**config.mk**
```make
export PLATFORM = sky130hd
export DESIGN_NAME = midi_uart_parser_flat
export DESIGN_NICKNAME = d
export VERILOG_FILES = /design/src/rtl/midi_uart_parser_if.sv /design/src/rtl/midi_uart_parser.sv /design/src/flat_wrapper.sv
export SDC_FILE = /design/constraint.sdc
export NUM_CORES = 1
export LEC_CHECK = 0
export CORE_ASPECT_RATIO = 0.5
export CORE_MARGIN = 1.5
export CORE_UTILIZATION = 30
export DETAILED_ROUTE_END_ITERATION = 7
export MAX_ROUTING_LAYER = met4
export PLACE_DENSITY = 0.56
export SYNTH_ARGS = -nofsm -noshare
export SYNTH_HDL_FRONTEND = slang
export SYNTH_SLANG_ARGS = --single-unit
```
**constraint.sdc**
```tcl
create_clock -name clk -period 2.1 [get_ports clk]
set_input_delay 0.42 -clock clk [delete_from_list [all_inputs] [get_ports clk]]
set_output_delay 0.42 -clock clk [all_outputs]
set_load 0.02 [all_outputs]
```
**src/rtl/midi_uart_parser_if.sv**
```systemverilog
`default_nettype none
// +--------------------------------------------------------------------------+
// | midi_uart_parser_if : MIDI serial input and decoded note-control outputs |
// | Revision 1.0                                                             |
// +--------------------------------------------------------------------------+
interface midi_uart_parser_if;
  logic       midi_in;
  logic       gate;
  logic [6:0] note;
  logic [6:0] velocity;
  logic [9:0] amp;
  logic       note_strobe;
  logic       frame_err;

  modport master (
    output midi_in,
    input  gate, note, velocity, amp, note_strobe, frame_err
  );

  modport slave (
    input  midi_in,
    output gate, note, velocity, amp, note_strobe, frame_err
  );
endinterface
`default_nettype wire

```
**src/rtl/midi_uart_parser.sv**
```systemverilog
`default_nettype none
// +--------------------------------------------------------------------------+
// | midi_uart_parser : 8N1 MIDI receiver and last-note monophonic decoder    |
// | Revision 1.0                                                             |
// +--------------------------------------------------------------------------+
module midi_uart_parser #(
  parameter int CLKSPEED = 48_000_000,
  parameter int BAUD     = 31250,
  parameter int CHANNEL  = 0,
  parameter int OMNI     = 0
) (
  input  logic              clk,
  input  logic              rst,
  midi_uart_parser_if.slave bus_io
);

  localparam int BITCLKS = CLKSPEED / BAUD;
  localparam int CW      = $clog2(BITCLKS);
  localparam logic [CW-1:0] c_half_end = CW'(BITCLKS / 2 - 1);
  localparam logic [CW-1:0] c_bit_end  = CW'(BITCLKS - 1);

  typedef enum logic [2:0] {
    RX_IDLE  = 3'd0,
    RX_START = 3'd1,
    RX_DATA  = 3'd2,
    RX_STOP  = 3'd3,
    RX_BREAK = 3'd4
  } rx_state_t;

  typedef enum logic [2:0] {
    RS_NONE     = 3'd0,
    RS_NOTE_ON  = 3'd1,
    RS_NOTE_OFF = 3'd2,
    RS_SKIP1    = 3'd3,
    RS_SKIP2    = 3'd4
  } rs_t;

  logic          s1_q, s2_q, prev_q;
  rx_state_t     rx_q, rx_d;
  logic [CW-1:0] cnt_q, cnt_d;
  logic [2:0]    bit_q, bit_d;
  logic [7:0]    sh_q, sh_d;
  logic          fe_q, fe_d;
  logic          rx_valid;

  rs_t           rs_q, rs_d;
  logic          ph_q, ph_d;
  logic [6:0]    d1_q, d1_d;
  logic          gate_q, gate_d;
  logic [6:0]    note_q, note_d;
  logic [6:0]    vel_q, vel_d;
  logic [9:0]    amp_q, amp_d;
  logic          strobe_q, strobe_d;
  logic          acc;

  assign acc = (OMNI != 0) || (sh_q[3:0] == 4'(CHANNEL));

  // Receiver: all sample points are counted from the synchronized falling edge
  always_comb begin
    rx_d     = rx_q;
    cnt_d    = cnt_q + CW'(1);
    bit_d    = bit_q;
    sh_d     = sh_q;
    fe_d     = 1'b0;
    rx_valid = 1'b0;
    case (rx_q)
      RX_IDLE: begin
        cnt_d = '0;
        if (prev_q && !s2_q) rx_d = RX_START;
      end
      RX_START: begin
        if (cnt_q == c_half_end) begin
          cnt_d = '0;
          bit_d = 3'd0;
          rx_d  = s2_q ? RX_IDLE : RX_DATA;
        end
      end
      RX_DATA: begin
        if (cnt_q == c_bit_end) begin
          cnt_d = '0;
          sh_d  = {s2_q, sh_q[7:1]};
          bit_d = bit_q + 3'd1;
          if (bit_q == 3'd7) rx_d = RX_STOP;
        end
      end
      RX_STOP: begin
        if (cnt_q == c_bit_end) begin
          cnt_d = '0;
          if (s2_q) begin
            rx_valid = 1'b1;
            rx_d     = RX_IDLE;
          end else begin
            fe_d = 1'b1;
            rx_d = RX_BREAK;
          end
        end
      end
      RX_BREAK: begin
        cnt_d = '0;
        if (s2_q) rx_d = RX_IDLE;
      end
      default: rx_d = RX_IDLE;
    endcase
  end

  // Parser: running status, realtime bytes pass through without side effects
  always_comb begin
    rs_d     = rs_q;
    ph_d     = ph_q;
    d1_d     = d1_q;
    gate_d   = gate_q;
    note_d   = note_q;
    vel_d    = vel_q;
    strobe_d = 1'b0;
    if (rx_valid) begin
      if (sh_q[7:4] == 4'hF) begin
        if (!sh_q[3]) rs_d = RS_NONE;
      end else if (sh_q[7]) begin
        ph_d = 1'b0;
        if (acc && sh_q[7:4] == 4'h9)                rs_d = RS_NOTE_ON;
        else if (acc && sh_q[7:4] == 4'h8)           rs_d = RS_NOTE_OFF;
        else if (sh_q[7:4] == 4'hC || sh_q[7:4] == 4'hD) rs_d = RS_SKIP1;
        else                                         rs_d = RS_SKIP2;
      end else if (rs_q == RS_NOTE_ON || rs_q == RS_NOTE_OFF || rs_q == RS_SKIP2) begin
        ph_d = ~ph_q;
        if (!ph_q) begin
          d1_d = sh_q[6:0];
        end else if (rs_q == RS_NOTE_ON && sh_q[6:0] != 7'd0) begin
          note_d   = d1_q;
          vel_d    = sh_q[6:0];
          gate_d   = 1'b1;
          strobe_d = 1'b1;
        end else if (rs_q != RS_SKIP2 && d1_q == note_q && gate_q) begin
          gate_d   = 1'b0;
          strobe_d = 1'b1;
        end
      end
    end
    amp_d = gate_d ? {vel_d, vel_d[6:4]} : 10'd0;
  end

  always_ff @(posedge clk) begin
    if (rst) begin
      s1_q     <= 1'b1;
      s2_q     <= 1'b1;
      prev_q   <= 1'b1;
      rx_q     <= RX_IDLE;
      cnt_q    <= '0;
      bit_q    <= 3'd0;
      sh_q     <= 8'd0;
      fe_q     <= 1'b0;
      rs_q     <= RS_NONE;
      ph_q     <= 1'b0;
      d1_q     <= 7'd0;
      gate_q   <= 1'b0;
      note_q   <= 7'd0;
      vel_q    <= 7'd0;
      amp_q    <= 10'd0;
      strobe_q <= 1'b0;
    end else begin
      s1_q     <= bus_io.midi_in;
      s2_q     <= s1_q;
      prev_q   <= s2_q;
      rx_q     <= rx_d;
      cnt_q    <= cnt_d;
      bit_q    <= bit_d;
      sh_q     <= sh_d;
      fe_q     <= fe_d;
      rs_q     <= rs_d;
      ph_q     <= ph_d;
      d1_q     <= d1_d;
      gate_q   <= gate_d;
      note_q   <= note_d;
      vel_q    <= vel_d;
      amp_q    <= amp_d;
      strobe_q <= strobe_d;
    end
  end

  assign bus_io.gate        = gate_q;
  assign bus_io.note        = note_q;
  assign bus_io.velocity    = vel_q;
  assign bus_io.amp         = amp_q;
  assign bus_io.note_strobe = strobe_q;
  assign bus_io.frame_err   = fe_q;

endmodule
`default_nettype wire

```
**src/flat_wrapper.sv**
```systemverilog
// flat-port wrapper written by rule: the top's interface ports become plain ports
module midi_uart_parser_flat 
#(
  parameter int CLKSPEED = 48_000_000,
  parameter int BAUD     = 31250,
  parameter int CHANNEL  = 0,
  parameter int OMNI     = 0
)
  (clk, rst, bus_io_midi_in, bus_io_gate, bus_io_note, bus_io_velocity, bus_io_amp, bus_io_note_strobe, bus_io_frame_err);
  midi_uart_parser_if bus_io_i ();
  input  logic clk;
  input  logic rst;
  input wire logic [$bits(bus_io_i.midi_in)-1:0] bus_io_midi_in;
  output wire logic [$bits(bus_io_i.gate)-1:0] bus_io_gate;
  output wire logic [$bits(bus_io_i.note)-1:0] bus_io_note;
  output wire logic [$bits(bus_io_i.velocity)-1:0] bus_io_velocity;
  output wire logic [$bits(bus_io_i.amp)-1:0] bus_io_amp;
  output wire logic [$bits(bus_io_i.note_strobe)-1:0] bus_io_note_strobe;
  output wire logic [$bits(bus_io_i.frame_err)-1:0] bus_io_frame_err;
  assign bus_io_i.midi_in = bus_io_midi_in;
  assign bus_io_gate = bus_io_i.gate;
  assign bus_io_note = bus_io_i.note;
  assign bus_io_velocity = bus_io_i.velocity;
  assign bus_io_amp = bus_io_i.amp;
  assign bus_io_note_strobe = bus_io_i.note_strobe;
  assign bus_io_frame_err = bus_io_i.frame_err;
  midi_uart_parser #(.CLKSPEED(CLKSPEED), .BAUD(BAUD), .CHANNEL(CHANNEL), .OMNI(OMNI)) u_core (.clk(clk), .rst(rst), .bus_io(bus_io_i));
endmodule
```
==> results.yml <==
timing:
  slew_viol_final: 0
  setup-violations-final: 0
  tns_ns: 0
  setup_ws_ns: 0.215
  skew_ns: 0.00651
  fin_crit_sh_pct: 89.7
  grt_setup_unrepaired: "no"
  relSlewSlack_pct: 59.9
  period_minus_slack_ns: 1.88
  worstMarginPinSlew_ns: 0.597
  max_freq_mhz: 531
  finalHoldViolations: 0
synth:
  synth-async-reset-ratio_pct: 0
  synth_top_cell_by_area: "dfxtp_1"
  yosys_warnings: 0
  synth_top_area_share_pct: 41.1
  synth_common_cells: "dfxtp_1 (63), nand3_1 (30), a21oi_1 (28), nor2_1 (24), nand4_1 (21)"
  synth_edf_count: 0
  ys.flop_type: "dfxtp_1"
  synth_cell_types: 57
  syn_avg_cell_area_um2: 8.58
  synthTopCellsByArea: "dfxtp_1 (41%), nand3_1 (4.9%), a21oi_1 (4.6%), nand4_1 (4.3%), xnor2_1 (3.4%)"
  yosysSeqAreaShare_pct: 41.1
  syn_inst: 358
  syn_area_um2: 3070
  ys_ff_latch: 63
  yosysMostFrequentCell: "dfxtp_1"
  syn_nets: 364
die:
  rows: 25
  die_w_um: 146
  initial_core_util_pct: 31.7
  core_um2: 9700
  pin_count: 30
  dieHeight_um: 74.5
  dieArea_um2: 10900
power_and_ir_drop:
  power_w: 0.00277
  p_leak_nw: 1.26
  power_density_nw_per_um2: 709
  ir_worst_vdd_mv: 0.293
cts:
  cts_tree: "done"
  cts_setup_buffers: 0
  cts.path.max_buffers: 2
  htreeDepth: 3
  cts.root.buffer_cell: "clkbuf_16"
  path_clk_slew_ns: 0.05
  clk_latency_ns: 0.34
  ctsHoldBuffers: 0
  post_cts_resized: 0
  cts.sinks: 63
  cts_buffers: 9
route:
  vias: 2754
  totalWireLength_mm: 7.82
  via_per_inst: 5.12
  dr.pass1.iters: 4
  antenna_left: 0
  wire_per_inst_um: 14.5
  drtIter0Drc: 144
  drc: 0
worst_setup_path:
  critPathLaunchType: "flip-flop"
  cp.arrival_ns: 2.10
  critPathCaptureType: "flip-flop"
  critical_path_peak_fanout: 7
  path_class: "flip-flop to flip-flop"
  crit_required_ns: 2.31
run:
  cap_violations: 0
status:
  status: "finished, final reports clean"
cells_and_area:
  stdcell_area_um2: 3910
  fill_cells: 967
  drive_gt1_share_pct: 12.9
  multiInputGateArea_um2: 1640
  diodes: 0
  area_growth_pct: 27.4
  seq_area_um2: 1260
  nNetsFinal: 404
global_routing:
  antenna_found_initial: 0
  grtUsageTotal_pct: 16.3
  grt_max_degree: 36
  grt_pass1_vias: 2634
  grt_first_pass_wirelength_mm: 13.1
  grt-ovfl-total: 0
placed_design:
  placed_cell_area_um2: 3610
  place_ws_ns: 0.175
  portBuffers: 29
  hpwl_mm: 5.33
  gp_congestion: 0.795
min_path:
  hold_path.class: "flip-flop to flip-flop"
-- worst max-delay path: stages (launching register included) --
cell     delay (ns)
dfxtp_1        0.36
ha_1           0.23
nand4_1        0.28
nor4_2         0.39
buf_4          0.24
mux2i_1        0.20
nor2_1         0.05
-- metal layers --
metal / vias to the layer above / global-route usage [%] / share of wire [%]
li1: 1411 / - / -
met2: 60 / 25.1 / 44
met5: - / - / 0
met4: 0 / 6.85 / 2.0
met3: 13 / 5.77 / 5.3
met1: 1270 / 19.5 / 49
-- sequential cells by signal, indices dropped and copies added, names as in the netlist, 3 cells and up --
| name | count |
|---|---|
| u_core.d1_q | 7 |
| u_core.rx_q | 3 |
| u_core.bit_q | 3 |
| u_core.cnt_q | 11 |
| u_core.bus_io.velocity | 7 |
| u_core.rs_q | 3 |
| u_core.bus_io.note | 7 |
| u_core.sh_q | 8 |
| u_core.bus_io.amp | 7 |
-- report_power, final --
part           internal (W)  switching [W]
combinational     0.0000245      0.0000382
sequential          0.00120     0.00000687
clock              0.000948       0.000553
-- placed cells by master, fill, tap and decap left out, drive strengths merged, types with 5 or more instances in the layout --
cell type      instances
inv                    7
buf                   28
xnor2                 12
nor3                   6
nand3                 30
nand2                 17
dfxtp                 63
and2                   7
clkdlybuf4s50         29
nand4                 22
o31ai                  7
mux2i                  9
nor2                  24
a21oi                 28
clkbuf                11
nor4                   5
o21ai                 25
o311ai                 7
-- kinds of logic after synthesis --
group,after synthesis,synth area share [%]
adders and majority gates,3,1.22
AOI/OAI and AO/OA,88,18.0
buffers and inverters,36,5.54
muxes,9,2.93
and+or+nand+nor,143,26.7
DFF,63,41.1
xor gates and xnor gates,16,4.56
-- path summary, 6_finish.rpt --
| check | startpoint | end | slack, ns | depth (start not counted) |
|---|---|---|---|---|
| setup / recovery | u_core.cnt_q[0] | u_core.sh_q[1] | 0.22 | 6 |
| hold / removal | u_core.s1_q | u_core.s2_q | 0.41 | 1 |
| setup reg to reg | u_core.cnt_q[0] | u_core.sh_q[1] | 0.22 | 6 |
| hold reg to reg | u_core.s1_q | u_core.s2_q | 0.41 | 1 |
-- metrics by stage --
stage | hold WS [ns] | cells | util, %
final | 0.406 | 538 | 40.3
after detailed placement | 0.394 | 522 | 37.3
after floorplan | 0.389 | 358 | -
after global routing | 0.428 | 538 | 40.3
after CTS | 0.407 | 538 | 40.3
after global placement | 0.396 | 522 | 37.3
-- area by class of cell --
cell class                      count  area share [%]
Clock buffer                       11            6.20
Multi-Input combinational cell    259            41.9
Timing Repair Buffer               57            13.1
Clock inverter                      5            1.47
Tap cell                          135            4.32
Sequential cell                    63            32.2
Inverter                            8           0.768
Note: power is estimated with default switching activity, not from simulation.
